[config.mk]
export PLATFORM = sky130hd
export DESIGN_NAME = shift_unit_seq
export DESIGN_NICKNAME = d
export VERILOG_FILES = /design/src/rtl/kgp_risc_pkg.sv /design/src/rtl/shift_step.sv /design/src/rtl/shift_unit_seq.sv
export SDC_FILE = /design/constraint.sdc
export NUM_CORES = 1
export LEC_CHECK = 0
export CORE_MARGIN = 1
export CORE_UTILIZATION = 28
export CTS_BUF_LIST = sky130_fd_sc_hd__clkbuf_16
export CTS_CLUSTER_DIAMETER = 100
export DETAILED_ROUTE_END_ITERATION = 16
export PLACE_DENSITY = 0.58
export SYNTH_ARGS = -nofsm -noshare
export SYNTH_HDL_FRONTEND = slang
export SYNTH_SLANG_ARGS = --single-unit
[constraint.sdc]
create_clock -name clk -period 5 [get_ports clk]
set_input_delay 0.75 -clock clk [delete_from_list [all_inputs] [get_ports clk]]
set_output_delay 0.75 -clock clk [all_outputs]
set_load 0.02 [all_outputs]
[src/rtl/kgp_risc_pkg.sv]
// Shared definitions for the KGP-RISC execute-stage shift unit:
// shift opcodes, FSM state encoding and default datapath sizes.
package kgp_risc_pkg;

  localparam int DEF_WIDTH   = 32;
  localparam int DEF_SHAMT_W = 5;

  localparam logic [1:0] SH_SLL  = 2'b00;
  localparam logic [1:0] SH_SRL  = 2'b01;
  localparam logic [1:0] SH_SRA  = 2'b10;
  localparam logic [1:0] SH_PASS = 2'b11;

  typedef enum logic [1:0] {
    S_IDLE  = 2'b00,
    S_SHIFT = 2'b01,
    S_DONE  = 2'b10
  } state_t;

  // An operation skips the SHIFT state when there is nothing to shift
  // or the opcode is the reserved pass-through encoding.
  function automatic logic needs_shift(input logic [1:0] op, input logic shamt_zero);
    return (op != SH_PASS) && !shamt_zero;
  endfunction

endpackage

[src/rtl/shift_step.sv]
// Combinational single-bit shift: one iteration of the sequential shifter.
module shift_step
  import kgp_risc_pkg::*;
#(
  parameter int WIDTH = DEF_WIDTH
) (
  input  logic [1:0]       op,
  input  logic [WIDTH-1:0] r,
  output logic [WIDTH-1:0] r_next
);

  // One-position shift selected by opcode; pass-through leaves the value alone.
  always_comb begin
    r_next = r;
    case (op)
      SH_SLL:  r_next = {r[WIDTH-2:0], 1'b0};
      SH_SRL:  r_next = {1'b0, r[WIDTH-1:1]};
      SH_SRA:  r_next = {r[WIDTH-1], r[WIDTH-1:1]};
      default: r_next = r;
    endcase
  end

endmodule

[src/rtl/shift_unit_seq.sv]
// Iterative 1-bit-per-cycle shifter (SLL/SRL/SRA) for the execute stage.
// The registered result feeds the writeback mux; done selects it.
//
//  state   | meaning
//  --------+-------------------------------------------------------------
//  S_IDLE  | waiting for start; result holds the last value
//  S_SHIFT | shifting one bit per cycle; cnt counts remaining bits down
//  S_DONE  | result valid for this one cycle; a new start may be accepted
module shift_unit_seq
  import kgp_risc_pkg::*;
#(
  parameter int WIDTH   = DEF_WIDTH,
  parameter int SHAMT_W = DEF_SHAMT_W
) (
  input  logic               clk,
  input  logic               rst,
  input  logic               start,
  input  logic               flush,
  input  logic [1:0]         op,
  input  logic [WIDTH-1:0]   data_in,
  input  logic [SHAMT_W-1:0] shamt,
  output logic               busy,
  output logic               done,
  output logic [WIDTH-1:0]   result
);

  state_t             state_q, state_n;
  logic [SHAMT_W-1:0] cnt_q;
  logic [1:0]         op_q;
  logic [WIDTH-1:0]   result_q;
  logic [WIDTH-1:0]   step_r;

  logic load;      // capture data_in into the result register
  logic load_cnt;  // capture op/shamt for an iterative operation
  logic shift_en;  // advance the shift by one bit

  shift_step #(.WIDTH(WIDTH)) u_step (
    .op     (op_q),
    .r      (result_q),
    .r_next (step_r)
  );

  // Next-state and datapath enables; flush overrides everything below reset.
  always_comb begin
    state_n  = state_q;
    load     = 1'b0;
    load_cnt = 1'b0;
    shift_en = 1'b0;
    case (state_q)
      S_IDLE, S_DONE: begin
        if (start) begin
          load = 1'b1;
          if (needs_shift(op, shamt == '0)) begin
            load_cnt = 1'b1;
            state_n  = S_SHIFT;
          end else begin
            state_n  = S_DONE;
          end
        end else begin
          state_n = S_IDLE;
        end
      end
      S_SHIFT: begin
        shift_en = 1'b1;
        if (cnt_q == SHAMT_W'(1)) state_n = S_DONE;
      end
      default: state_n = S_IDLE;
    endcase
    if (flush) begin
      state_n  = S_IDLE;
      load     = 1'b0;
      load_cnt = 1'b0;
      shift_en = 1'b0;
    end
  end

  // State register.
  always_ff @(posedge clk or posedge rst) begin
    if (rst) state_q <= S_IDLE;
    else     state_q <= state_n;
  end

  // Remaining-bit down-counter and captured opcode.
  always_ff @(posedge clk or posedge rst) begin
    if (rst) begin
      cnt_q <= '0;
      op_q  <= SH_SLL;
    end else if (load_cnt) begin
      cnt_q <= shamt;
      op_q  <= op;
    end else if (shift_en) begin
      cnt_q <= cnt_q - SHAMT_W'(1);
    end
  end

  // Result register: loaded with the operand, then shifted in place.
  // It is deliberately not cleared on return to idle.
  always_ff @(posedge clk or posedge rst) begin
    if (rst)           result_q <= '0;
    else if (load)     result_q <= data_in;
    else if (shift_en) result_q <= step_r;
  end

  assign busy   = (state_q == S_SHIFT);
  assign done   = (state_q == S_DONE);
  assign result = result_q;

endmodule

# [Word level (Yosys, flattened, before mapping)]
# Cells that the tools add are included.
[totals] ff_bits=41 latch_bits=0 ramBits=0 rom_bits=0 in_bits=43 out_inout_bits=34 word_cells=45 mem_count=0
[classes] n_addsub=1 mul=0 div_mod_pow=0 order_cmp=0 eq_ne=8 shifts=0 muxes=19 bitwise_logic=0 reduce_logical=12
[op_table] cell="$pmux 32 s3" n=1
[op_table] cell="$mux 32" n=2
[op_table] cell="$mux 5" n=2
[op_table] cell="$mux 1" n=9
[op_table] cell="$mux 2" n=4
[op_table] cell="$eq 5x1->1 const B" n=1
[op_table] cell="$logic_not 5->1" n=1
[op_table] cell="$sub 5x1->5 const B" n=1
[op_table] cell="$eq 2x1->1 const B" n=2
[op_table] cell="$eq 2x2->1 const B" n=2
[op_table] cell="$logic_not 2->1" n=2
[op_table] cell="$ne 2x2->1 const B" n=2
[op_table] cell="$pmux 2 s2" n=1
[op_table] cell="$reduce_bool 2->1" n=2
[op_table] cell="$reduce_bool 4->1" n=1
[op_table] cell="$ne 3x2->1 const B" n=1
[op_table] cell="$reduce_and 3->1" n=1
[op_table] cell="$reduce_bool 3->1" n=1
[op_table] cell="$reduce_and 2->1" n=1
[op_table] cell="$reduce_or 2->1" n=1
[op_table] cell="$logic_and 1x1->1" n=1
[op_table] cell="$logic_not 1->1" n=1

# [Logic depth before layout (Yosys ltp)]
[logic_depth] depth_word=8 depth_mapped=7 ltp_nobuf=5

# [Modules after synthesis]
# From an unflattened synthesis, not the netlist that was laid out.
[unflattened] hier_cells=327 area_unflattened_um2=3081.7
[by_module_without_submodules] module="shift_unit_seq" n_inst=1 cells_per_inst=221 area_per_inst_um2=1998.2 seq_area_each_um2=1026.0
[by_module_without_submodules] module="shift_step" n_inst=1 cells_per_inst=106 area_per_inst_um2=1083.5 seq_area_each_um2=0.0

# [Worst setup path after synthesis]
# Ideal clock, no wire load.
[synth_path] kind="in2reg" from="input shamt[1]" to="register cnt_q[0]" setup_ns=0.125 t_arrival_ns=1.953 required_ns=4.875 path_slack_ns=2.922 path_stages=3 n_path_buf=0 cell_sequence="or4_1 o211ai_2 mux2_2"
[synth_between] elab_chain_cells=8 word_cells_on_any_way=9 classes_between="mux: 5; reduce/logical: 4"
[synth_lines] element="from (decl)" line_no="shift_unit_seq.sv:21" text="input logic [SHAMT_W-1:0] shamt,"
[synth_lines] element="$logic_not 5->1 *" line_no="shift_unit_seq.sv:53" text="if (needs_shift(op, shamt == '0)) begin"
[synth_lines] element="$logic_not 1->1 *" line_no="kgp_risc_pkg.sv:22" text="return (op != SH_PASS) && !shamt_zero;"
[synth_lines] element="$logic_and 1x1->1 *" line_no="kgp_risc_pkg.sv:22"
[synth_lines] element="$mux 1 *" line_no="shift_unit_seq.sv:53"
[synth_lines] element="$mux 1 *" line_no="shift_unit_seq.sv:51" text="if (start) begin"
[synth_lines] element="$mux 1 *" line_no="shift_unit_seq.sv:49" text="case (state_q)"
[synth_lines] element="$mux 1 *" line_no="shift_unit_seq.sv:69" text="if (flush) begin"
[synth_lines] element="$mux 5 or $reduce_bool 2->1 (tied branches)"
[synth_lines] element="to (signal assigned)" line_no="shift_unit_seq.sv:89" text="cnt_q <= shamt;"
[synth_lines] element="to (signal assigned)" line_no="shift_unit_seq.sv:92" text="cnt_q <= cnt_q - SHAMT_W'(1);"
[synth_lines] element="to (decl)" line_no="shift_unit_seq.sv:28" text="logic [SHAMT_W-1:0] cnt_q;"
# Mark *: on every way between the ends. The rest lies on a longest branch, timed or not.
# A chain may end at the register's enable or synchronous reset.

# [Worst setup path in the final report]
[layout_path] from="register op_q[1]" to="register result_q[25], in the netlist result[25]"
[layout_between] elab_chain_cells=4 word_cells_on_any_way=8 classes_between="eq/ne: 2; mux: 3; reduce/logical: 3"
[layout_lines] element="from (decl)" line_no="shift_unit_seq.sv:29" text="logic [1:0] op_q;"
[layout_lines] element="from (signal assigned)" line_no="shift_unit_seq.sv:90" text="op_q <= op;"
[layout_lines] element="$eq 2x2->1, or another cell as far along" line_no="shift_step.sv:15" text="case (op)"
[layout_lines] element="$pmux 32 s3" line_no="shift_step.sv:15"
[layout_lines] element="$mux 32" line_no="shift_unit_seq.sv:101" text="else if (shift_en) result_q <= step_r;"
[layout_lines] element="$mux 32" line_no="shift_unit_seq.sv:100" text="else if (load) result_q <= data_in;"
[layout_lines] element="to (signal assigned)" line_no="shift_unit_seq.sv:100"
[layout_lines] element="to (signal assigned)" line_no="shift_unit_seq.sv:101"
[layout_lines] element="to (decl)" line_no="shift_unit_seq.sv:30" text="logic [WIDTH-1:0] result_q;"
# Parallel ways exist; a longest one is shown, timed or not. The select of a mux whose other input is x is not followed.

==> flow_metrics.py <==
metrics = {
    "cts": {
        "numCtsBuffers": 5,
        "cts_tree": "done",
        "cts_setup_buffers": 0,
        "cts_buffer_depth": 2,
        "clk_pin_slew_worst_paths_ns": 0.05,
        "cts_resized": 0,
        "cts_hold_buf": 0,
        "htreeDepth": 2,
        "cts-root-buf": "clkbuf_16",
        "clock-sinks": 41,
        "clock_latency_ns": 0.28,
    },
    "critical_path": {
        "crit_fanout": 32,
        "cp.required_ns": 5.22,
        "critical_path_buf_inv_count": 2,
        "r2r_cells": 6,
        "critPathKind": "flop to flop",
        "worstPathArrival_ns": 3.41,
        "cp_cell_sequence": "inv_1 -> ha_1 -> buf_4 -> or3_1 -> a21o_1 -> o221a_2",
        "worstSetupStartpointType": "flop",
        "cp_num_cells": 6,
        "slowest_delay_ns": 0.93,
        "path_delay_family": "compound AO/OA/AOI/OAI gates",
        "critPathCaptureType": "flop",
        "slowest_stage": "or3_1",
    },
    "synthesis": {
        "synth_edf_count": 0,
        "syn_avg_cell_area_um2": 10.24,
        "synth_seq_area_share_pct": 40.71,
        "ys_types": 39,
        "synthFlopType": "dfrtp_1",
        "synth_area_um2": 2520,
        "ys_seq_elements": 41,
        "syn_inst": 246,
        "async_reset_ff_share_pct": 100.0,
        "synth_nets": 294,
        "yosysWarnings": 0,
    },
    "placed_design": {
        "dp_hpwl_mm": 4.644,
        "gp_congestion": 0.8370,
        "port_buffers": 76,
    },
    "route": {
        "ant_nets": 0,
        "dr.pass1.iters": 4,
        "drt-total-wl_mm": 7.056,
        "drt_iter0_drc": 122,
        "dr_total_vias": 2299,
        "via_per_inst": 5.553,
        "drc": 0,
        "wl_per_cell_um": 17.04,
    },
    "timing": {
        "tns_ns": 0,
        "worstMarginPinSlew_ns": 1.147,
        "fmax_ghz": 0.3127,
        "hold_viol_final": 0,
        "layout_min_cycle_time_ns": 3.197,
        "maxSlewViolCount": 0,
        "slew_headroom_pct": 23.54,
        "setup_violations": 0,
        "finClkSkew_ns": 0.004982,
        "rsz0062_at_grt": "no",
        "finalCritPeriodShare_pct": 63.95,
    },
    "finish": {
        "multi_input_area_um2": 1265,
        "drive_above_1_share_pct": 15.69,
        "filler_cell_count": 871,
        "antenna_cells": 0,
        "layout_commonest_cell": "clkdlybuf4s50_1",
        "regArea_um2": 1026,
        "nNetsFinal": 353,
        "area_growth_pct": 38.13,
        "final_cell_mix": "clkdlybuf4s50_1, dfrtp_1, inv_1, o211ai_1",
    },
    "power_and_ir_drop": {
        "power.leakage_nw": 1.374,
        "p_total_mw": 1.913,
        "power_density_nw_per_um2": 549.7,
        "irDropWorstVdd_mv": 0.2682,
    },
    "die": {
        "die_w_um": 96.87,
        "dieArea_um2": 9383,
        "start_util_pct": 28.90,
        "core_um2": 8721,
        "fp-row-count": 34,
        "die_h_um": 96.87,
        "ioPinCount": 77,
    },
    "global_route": {
        "grt_pass1_vias": 2222,
        "grt_max_degree": 63,
        "grt_overflow": 0,
        "track_usage_pct": 15.09,
        "grt_antenna_before_repair": 0,
        "grt_pass1_wl_mm": 11.50,
    },
    "run": {
        "cap_violations": 0,
    },
    "run_status": {
        "outcome": "completed",
    },
    "worst_hold_path": {
        "hold_path.class": "flop to flop",
        "holdPathStages": 1,
    },
}
-- layout make-up --
cell class	count	area share (%)
Multi-Input combinational cell	143	36.34
Sequential cell	41	29.48
Timing Repair Buffer	80	22.72
Tap cell	108	3.882
Inverter	34	3.666
Clock buffer	5	3.595
Clock inverter	3	0.3235
-- worst paths after layout --
path	startpoint	end	slack, ns
setup reg to reg	op_q[1]	result[25]	1.80
setup / recovery	op_q[1]	result[25]	1.80
hold / removal	op_q[0]	op_q[0]	0.54
hold reg to reg	op_q[0]	op_q[0]	0.54
max in group asynchronous	rst	result[3]	3.74
min in group asynchronous	rst	op_q[0]	0.90
-- per-stage QoR --
stage / hold slack, ns / utilization (%) / cells / cell area (µm²) / setup WS, ns
2_1_floorplan: 0.5063 / - / 246 / 2520 / 2.922
3_3_place_gp: 0.5258 / 38.35 / 406 / 3344 / 1.817
3_5_place_dp: 0.5289 / 38.35 / 406 / 3344 / 1.799
4_1_cts: 0.5415 / 39.91 / 414 / 3481 / 1.800
5_1_grt: 0.5635 / 39.91 / 414 / 3481 / 1.566
6_report: 0.5372 / 39.91 / 414 / 3481 / 1.803
-- where the power goes --
| part | internal, mW | switching, mW |
|---|---|---|
| combinational | 0.462 | 0.512 |
| sequential | 0.472 | 0.166 |
| clock | 0.179 | 0.122 |
| total | 1.11 | 0.800 |
-- registers in the layout, summed over array words and instances (netlist names) --
| signal | count |
|---|---|
| cnt_q | 5 |
| result | 32 |
| state_q | 2 |
| op_q | 2 |
-- layer usage --
metal	GRT usage (%)	vias to the layer above	wire length [µm]
met5	0	-	0
met4	4.822	0	103
met3	3.179	9	297
met2	23.51	69	3304
met1	20.86	1117	3351
li1	-	1104	-
-- Yosys cell counts, types with 3 or more instances --
master | instances | area share, %
nand2_1 | 3 | 0.45
dfrtp_1 | 41 | 41
ha_1 | 5 | 2.5
or4_1 | 3 | 0.89
o211ai_1 | 30 | 8.9
o221a_2 | 29 | 13
and3_1 | 3 | 0.74
mux2_2 | 5 | 2.2
clkbuf_1 | 24 | 3.6
inv_1 | 34 | 5.1
a311o_1 | 3 | 1.2
o2111ai_1 | 29 | 10
buf_2 | 3 | 0.60
nor2_1 | 3 | 0.45
-- logic make-up after synthesis --
family,Yosys count,synth area share (%)
compound gates,102,36.45
xor+xnor,2,0.6953
fa+ha+maj,5,2.483
buf+inv,62,9.434
flops,41,40.71
mux,5,2.234
simple gates,29,7.995
Power figures use the tool's default switching activity.
